### src/rtl/vga_timer_bcd.sv
// Game countdown timer: MM:SS held as four BCD digits, decremented once per
// TICK_CYCLES clocks while running, shown as dashes (code 10) while idle.
module vga_timer_bcd #(
    parameter int TICK_CYCLES = 100_000_000,
    parameter int START_MIN   = 2,
    parameter int START_SEC   = 0
) (
    input  logic       clk,
    input  logic       rst_n,
    input  logic       start,
    input  logic       pause,
    input  logic       stop,
    output logic [3:0] dig_mt,
    output logic [3:0] dig_mo,
    output logic [3:0] dig_st,
    output logic [3:0] dig_so,
    output logic       running,
    output logic       expired,
    output logic       expire_pulse
);

    typedef enum logic [1:0] {IDLE, RUN, PAUSED, DONE} state_t;

    localparam int              PW       = $clog2(TICK_CYCLES);
    localparam logic [PW-1:0]   LAST     = PW'(TICK_CYCLES - 1);
    localparam logic [3:0]      P_MT     = 4'(START_MIN / 10);
    localparam logic [3:0]      P_MO     = 4'(START_MIN % 10);
    localparam logic [3:0]      P_ST     = 4'(START_SEC / 10);
    localparam logic [3:0]      P_SO     = 4'(START_SEC % 10);
    localparam logic            P_ZERO   = (START_MIN == 0) && (START_SEC == 0);
    localparam logic [3:0]      DASH     = 4'd10;

    state_t        state, state_nx;
    logic [PW-1:0] presc, presc_nx;
    logic [3:0]    mt, mo, st, so;
    logic [3:0]    mt_nx, mo_nx, st_nx, so_nx;
    logic          pulse_nx;

    // Next-state logic. Commands resolve stop > start > pause; the prescaler
    // only advances on RUN cycles that carry no command, so a pause or resume
    // edge neither consumes nor loses a prescaler count.
    always_comb begin
        state_nx = state;
        presc_nx = presc;
        mt_nx    = mt;
        mo_nx    = mo;
        st_nx    = st;
        so_nx    = so;
        pulse_nx = 1'b0;

        if (stop) begin
            state_nx = IDLE;
            presc_nx = '0;
            {mt_nx, mo_nx, st_nx, so_nx} = {P_MT, P_MO, P_ST, P_SO};
        end else if (start) begin
            presc_nx = '0;
            {mt_nx, mo_nx, st_nx, so_nx} = {P_MT, P_MO, P_ST, P_SO};
            state_nx = P_ZERO ? DONE : RUN;
            pulse_nx = P_ZERO;
        end else if (pause && state == RUN) begin
            state_nx = PAUSED;
        end else if (pause && state == PAUSED) begin
            state_nx = RUN;
        end else if (state == RUN) begin
            if (presc == LAST) begin
                presc_nx = '0;
                if (so == 4'd0) begin
                    so_nx = 4'd9;
                    if (st == 4'd0) begin
                        st_nx = 4'd5;
                        if (mo == 4'd0) begin
                            mo_nx = 4'd9;
                            mt_nx = mt - 4'd1;
                        end else begin
                            mo_nx = mo - 4'd1;
                        end
                    end else begin
                        st_nx = st - 4'd1;
                    end
                end else begin
                    so_nx = so - 4'd1;
                end
                if ({mt_nx, mo_nx, st_nx, so_nx} == 16'h0000) begin
                    state_nx = DONE;
                    pulse_nx = 1'b1;
                end
            end else begin
                presc_nx = presc + 1'b1;
            end
        end
    end

    // Internal state plus outputs registered from the next-state values, so
    // digits and flags change on the same edge as the state and time.
    always_ff @(posedge clk or negedge rst_n) begin
        if (!rst_n) begin
            state        <= IDLE;
            presc        <= '0;
            mt           <= P_MT;
            mo           <= P_MO;
            st           <= P_ST;
            so           <= P_SO;
            dig_mt       <= DASH;
            dig_mo       <= DASH;
            dig_st       <= DASH;
            dig_so       <= DASH;
            running      <= 1'b0;
            expired      <= 1'b0;
            expire_pulse <= 1'b0;
        end else begin
            state        <= state_nx;
            presc        <= presc_nx;
            mt           <= mt_nx;
            mo           <= mo_nx;
            st           <= st_nx;
            so           <= so_nx;
            if (state_nx == IDLE) begin
                dig_mt <= DASH;
                dig_mo <= DASH;
                dig_st <= DASH;
                dig_so <= DASH;
            end else begin
                dig_mt <= mt_nx;
                dig_mo <= mo_nx;
                dig_st <= st_nx;
                dig_so <= so_nx;
            end
            running      <= (state_nx == RUN);
            expired      <= (state_nx == DONE);
            expire_pulse <= pulse_nx;
        end
    end

endmodule

### config.mk
export PLATFORM = sky130hd
export DESIGN_NAME = vga_timer_bcd
export DESIGN_NICKNAME = d
export VERILOG_FILES = /design/src/rtl/vga_timer_bcd.sv
export SDC_FILE = /design/constraint.sdc
export NUM_CORES = 1
export LEC_CHECK = 0
export BUFFER_PORTS_ARGS = -buffer_cell sky130_fd_sc_hd__buf_2
export CAP_MARGIN = 20
export CORE_MARGIN = 4
export CORE_UTILIZATION = 55
export CTS_CLUSTER_DIAMETER = 200
export CTS_CLUSTER_SIZE = 12
export DETAILED_ROUTE_END_ITERATION = 10
export PLACE_DENSITY = 0.84
export SLEW_MARGIN = 20
export SYNTH_ARGS = -nofsm -noshare
export SYNTH_HDL_FRONTEND = slang
export SYNTH_SLANG_ARGS = --single-unit
### constraint.sdc
create_clock -name clk -period 4.13 [get_ports clk]
set_clock_uncertainty 0.2 [all_clocks]
set_input_delay 0.826 -clock clk [delete_from_list [all_inputs] [get_ports clk]]
set_output_delay 0.826 -clock clk [all_outputs]
set_load 0.01 [all_outputs]
==> reports/summary.txt <==
status = finished, final reports clean
EDFF count, synth = 0
vias in the first global route = 2735
first-pass GRT wire length = 12.55 mm
CTS Sinks = 64
Worst path max stage delay = 640 ps
maximum clock insertion buffer count = 2
Max Fclk = 0.3056 GHz
Slew HR = 0.3791
CP top delay family = simple AND/OR/NAND/NOR gates
DR pass1 iterations = 5
crit path setup slack, layout = 857.3 ps
FP Rows = 28
final setup TNS = 0 ps
syn nets = 353
Synth top cells by count = 55 x dfrtp_1, 52 x nor2_1, 25 x nand2_1, 15 x o21ai_0
antenna violations before repair = 0
wire length per cell = 16.18 µm
DP Worst Slack = 876.7 ps
initial core utilization = 0.5653
critical path's slowest cell = or4b_1
First DRT Iteration DRCs = 249
Yosys reg bits = 64
gr usage total = 0.2174
H-Tree Depth = 3
Cell Area, Synth = 3327 µm²
largest net degree at the start of global routing = 36
worst path buffer plus inverter count = 1
Slew Limit Fails = 0
core area = 5886 µm²
Buffers on Ports = 23
multi-input logic area = 1607 µm²
Top FF cell, synth = dfrtp_1
Finished Layout Cells = 449
Clock Latency Late Sink = 340 ps
Hold Fails Final Rpt = 0
Max-cap violations = 0
endpoint class of the critical path = flop
Slew @ Worst Pin = 922.9 ps
fillers = 474
Net count, final = 378
share of the yosys chip area belonging to registers = 0.4848
Core Util, Final = 0.6282
most common cell in the netlist = dfrtp_1
Post-DP Area = 3515 µm²
Reg area = 1613 µm²
CTS root buf = clkbuf_8
Final Cell Area = 3697 µm²
WP data arrival = 3300 ps
top post-synthesis cells by area = dfrtp_1 41%, dfstp_2 7.1%, nor2_1 5.9%
crit path kind = flop to flop
Final HPWL DP = 5.171 mm
Pwr Density = 320.7 nW/µm²
Synth area leader = dfrtp_1
routed vias/inst = 6.145
grt total ovfl = 0
IO Count = 24
Final period util = 0.7924
Leak Pwr = 1.482 nW
Die X = 85.78 µm
gp weighted congestion = 0.8626
async set-or-reset flop fraction in the synthesized netlist = 1.000
post-layout min period = 3273 ps
total power = 1.186 mW
clock-pin slew on the worst setup and hold paths = 80 ps
Final ANT Viol Nets = 0
Post-Synthesis Cells = 344
post-placement cell count = 433
Hold-fix buffers, CTS = 0
Hold Path Class = input port to async pin
Vias = 2759
peak supply drop = 0.3278 mV
TritonCTS clock tree = built
Syn-to-layout area delta = 11.13%
Setup crit start kind = flop
worst-path maximum fanout = 8
post-synth top area share = 0.4137
Total Wirelength = 7.263 mm
crit path cell chain = inv_1 > ha_1 > or4b_1 > or4b_4 > mux2i_1 > or4_1 > o211a_1
RSZ-0062 raised after global routing = false
post-CTS sizing = 0
drt drc = 0
total die area = 7357 µm²
Mapped Avg Cell Area = 9.671 µm²
Synth cell types = 51
die span in y = 85.78 µm
TritonCTS buffer count = 9
required time worst endpoint = 4150 ps
ANT cells = 0
hold slack = 318.2 ps
layout cells sized above 1 = 0.1818
final setup fails = 0
post-CTS setup buffer count = 0
Ys Warns = 0
-- cells by family (layout without fill, tap and decap cells) --
group                      count (synthesis)  in the layout  share of synthesized area
AOI/OAI and AO/OA                         56             56                     0.1072
xor gates and xnor gates                  18             18                    0.04739
buffers and inverters                     26             56                    0.03234
adders and majority gates                  4              4                    0.01504
DFF                                       64             64                     0.4848
and+or+nand+nor                          168            168                     0.2888
muxes                                      8              8                    0.02445
-- final cells by class --
class	instances	area share
repair buffers	29	0.04332
clock inverters	6	0.01218
inverters	11	0.01117
well taps	75	0.02538
multi-input cells	254	0.4345
flip-flops and latches	64	0.4362
clock buffers	10	0.03723
-- power by group --
part	leakage [nW]	switching, mW	internal, mW
combinational	0.537	0.0422	0.0160
sequential	0.860	0.00525	0.638
clock	0.0845	0.250	0.234
-- registers in the layout, summed over array words and instances (netlist names), 2 cells and up --
name	count
so	4
dig_so	4
presc	27
dig_mo	4
st	4
mt	4
mo	4
dig_mt	4
dig_st	4
state	2
-- worst paths after layout --
path | startpoint | end | slack [ps] | cells past startpoint
max | so[0] | running | 860 | 7
max reg2reg | so[0] | running | 860 | 7
min in group clk | presc[13] | presc[13] | 340 | 1
min reg2reg | presc[13] | presc[13] | 340 | 1
max in group asynchronous | rst_n | dig_so[1] | 2490 | 2
min | rst_n | mt[0] | 320 | 1
-- worst reg2reg max path: stages (launching register included) --
cell     delay, ps
dfrtp_1        420
inv_1           70
ha_1           230
or4b_1         640
or4b_4         630
mux2i_1        160
or4_1          570
o211a_1        230
-- cells in the final DEF, fill, tap and decap left out, types with 5 or more instances in the layout --
cell	n
dfrtp_1	55
nor2_1	52
nand2_1	25
buf_2	23
o21ai_0	15
xnor2_1	13
nor3_1	13
inv_1	11
nand4_1	11
nand3_1	11
a21oi_1	10
clkbuf_8	10
nor4_1	9
dfstp_2	9
and4_1	8
mux2i_1	7
a31oi_1	7
or4_1	6
or3_1	6
o211ai_1	6
buf_4	6
xor2_1	5
-- layer usage --
metal | wire, µm | GRT usage | vias up
li1 | - | - | 1305
met1 | 3223 | 0.2872 | 1309
met2 | 3380 | 0.3333 | 121
met3 | 456 | 0.04035 | 24
met4 | 202 | 0.1309 | 0
met5 | 0 | 0 | -
Note: power is estimated with default switching activity, not from simulation.
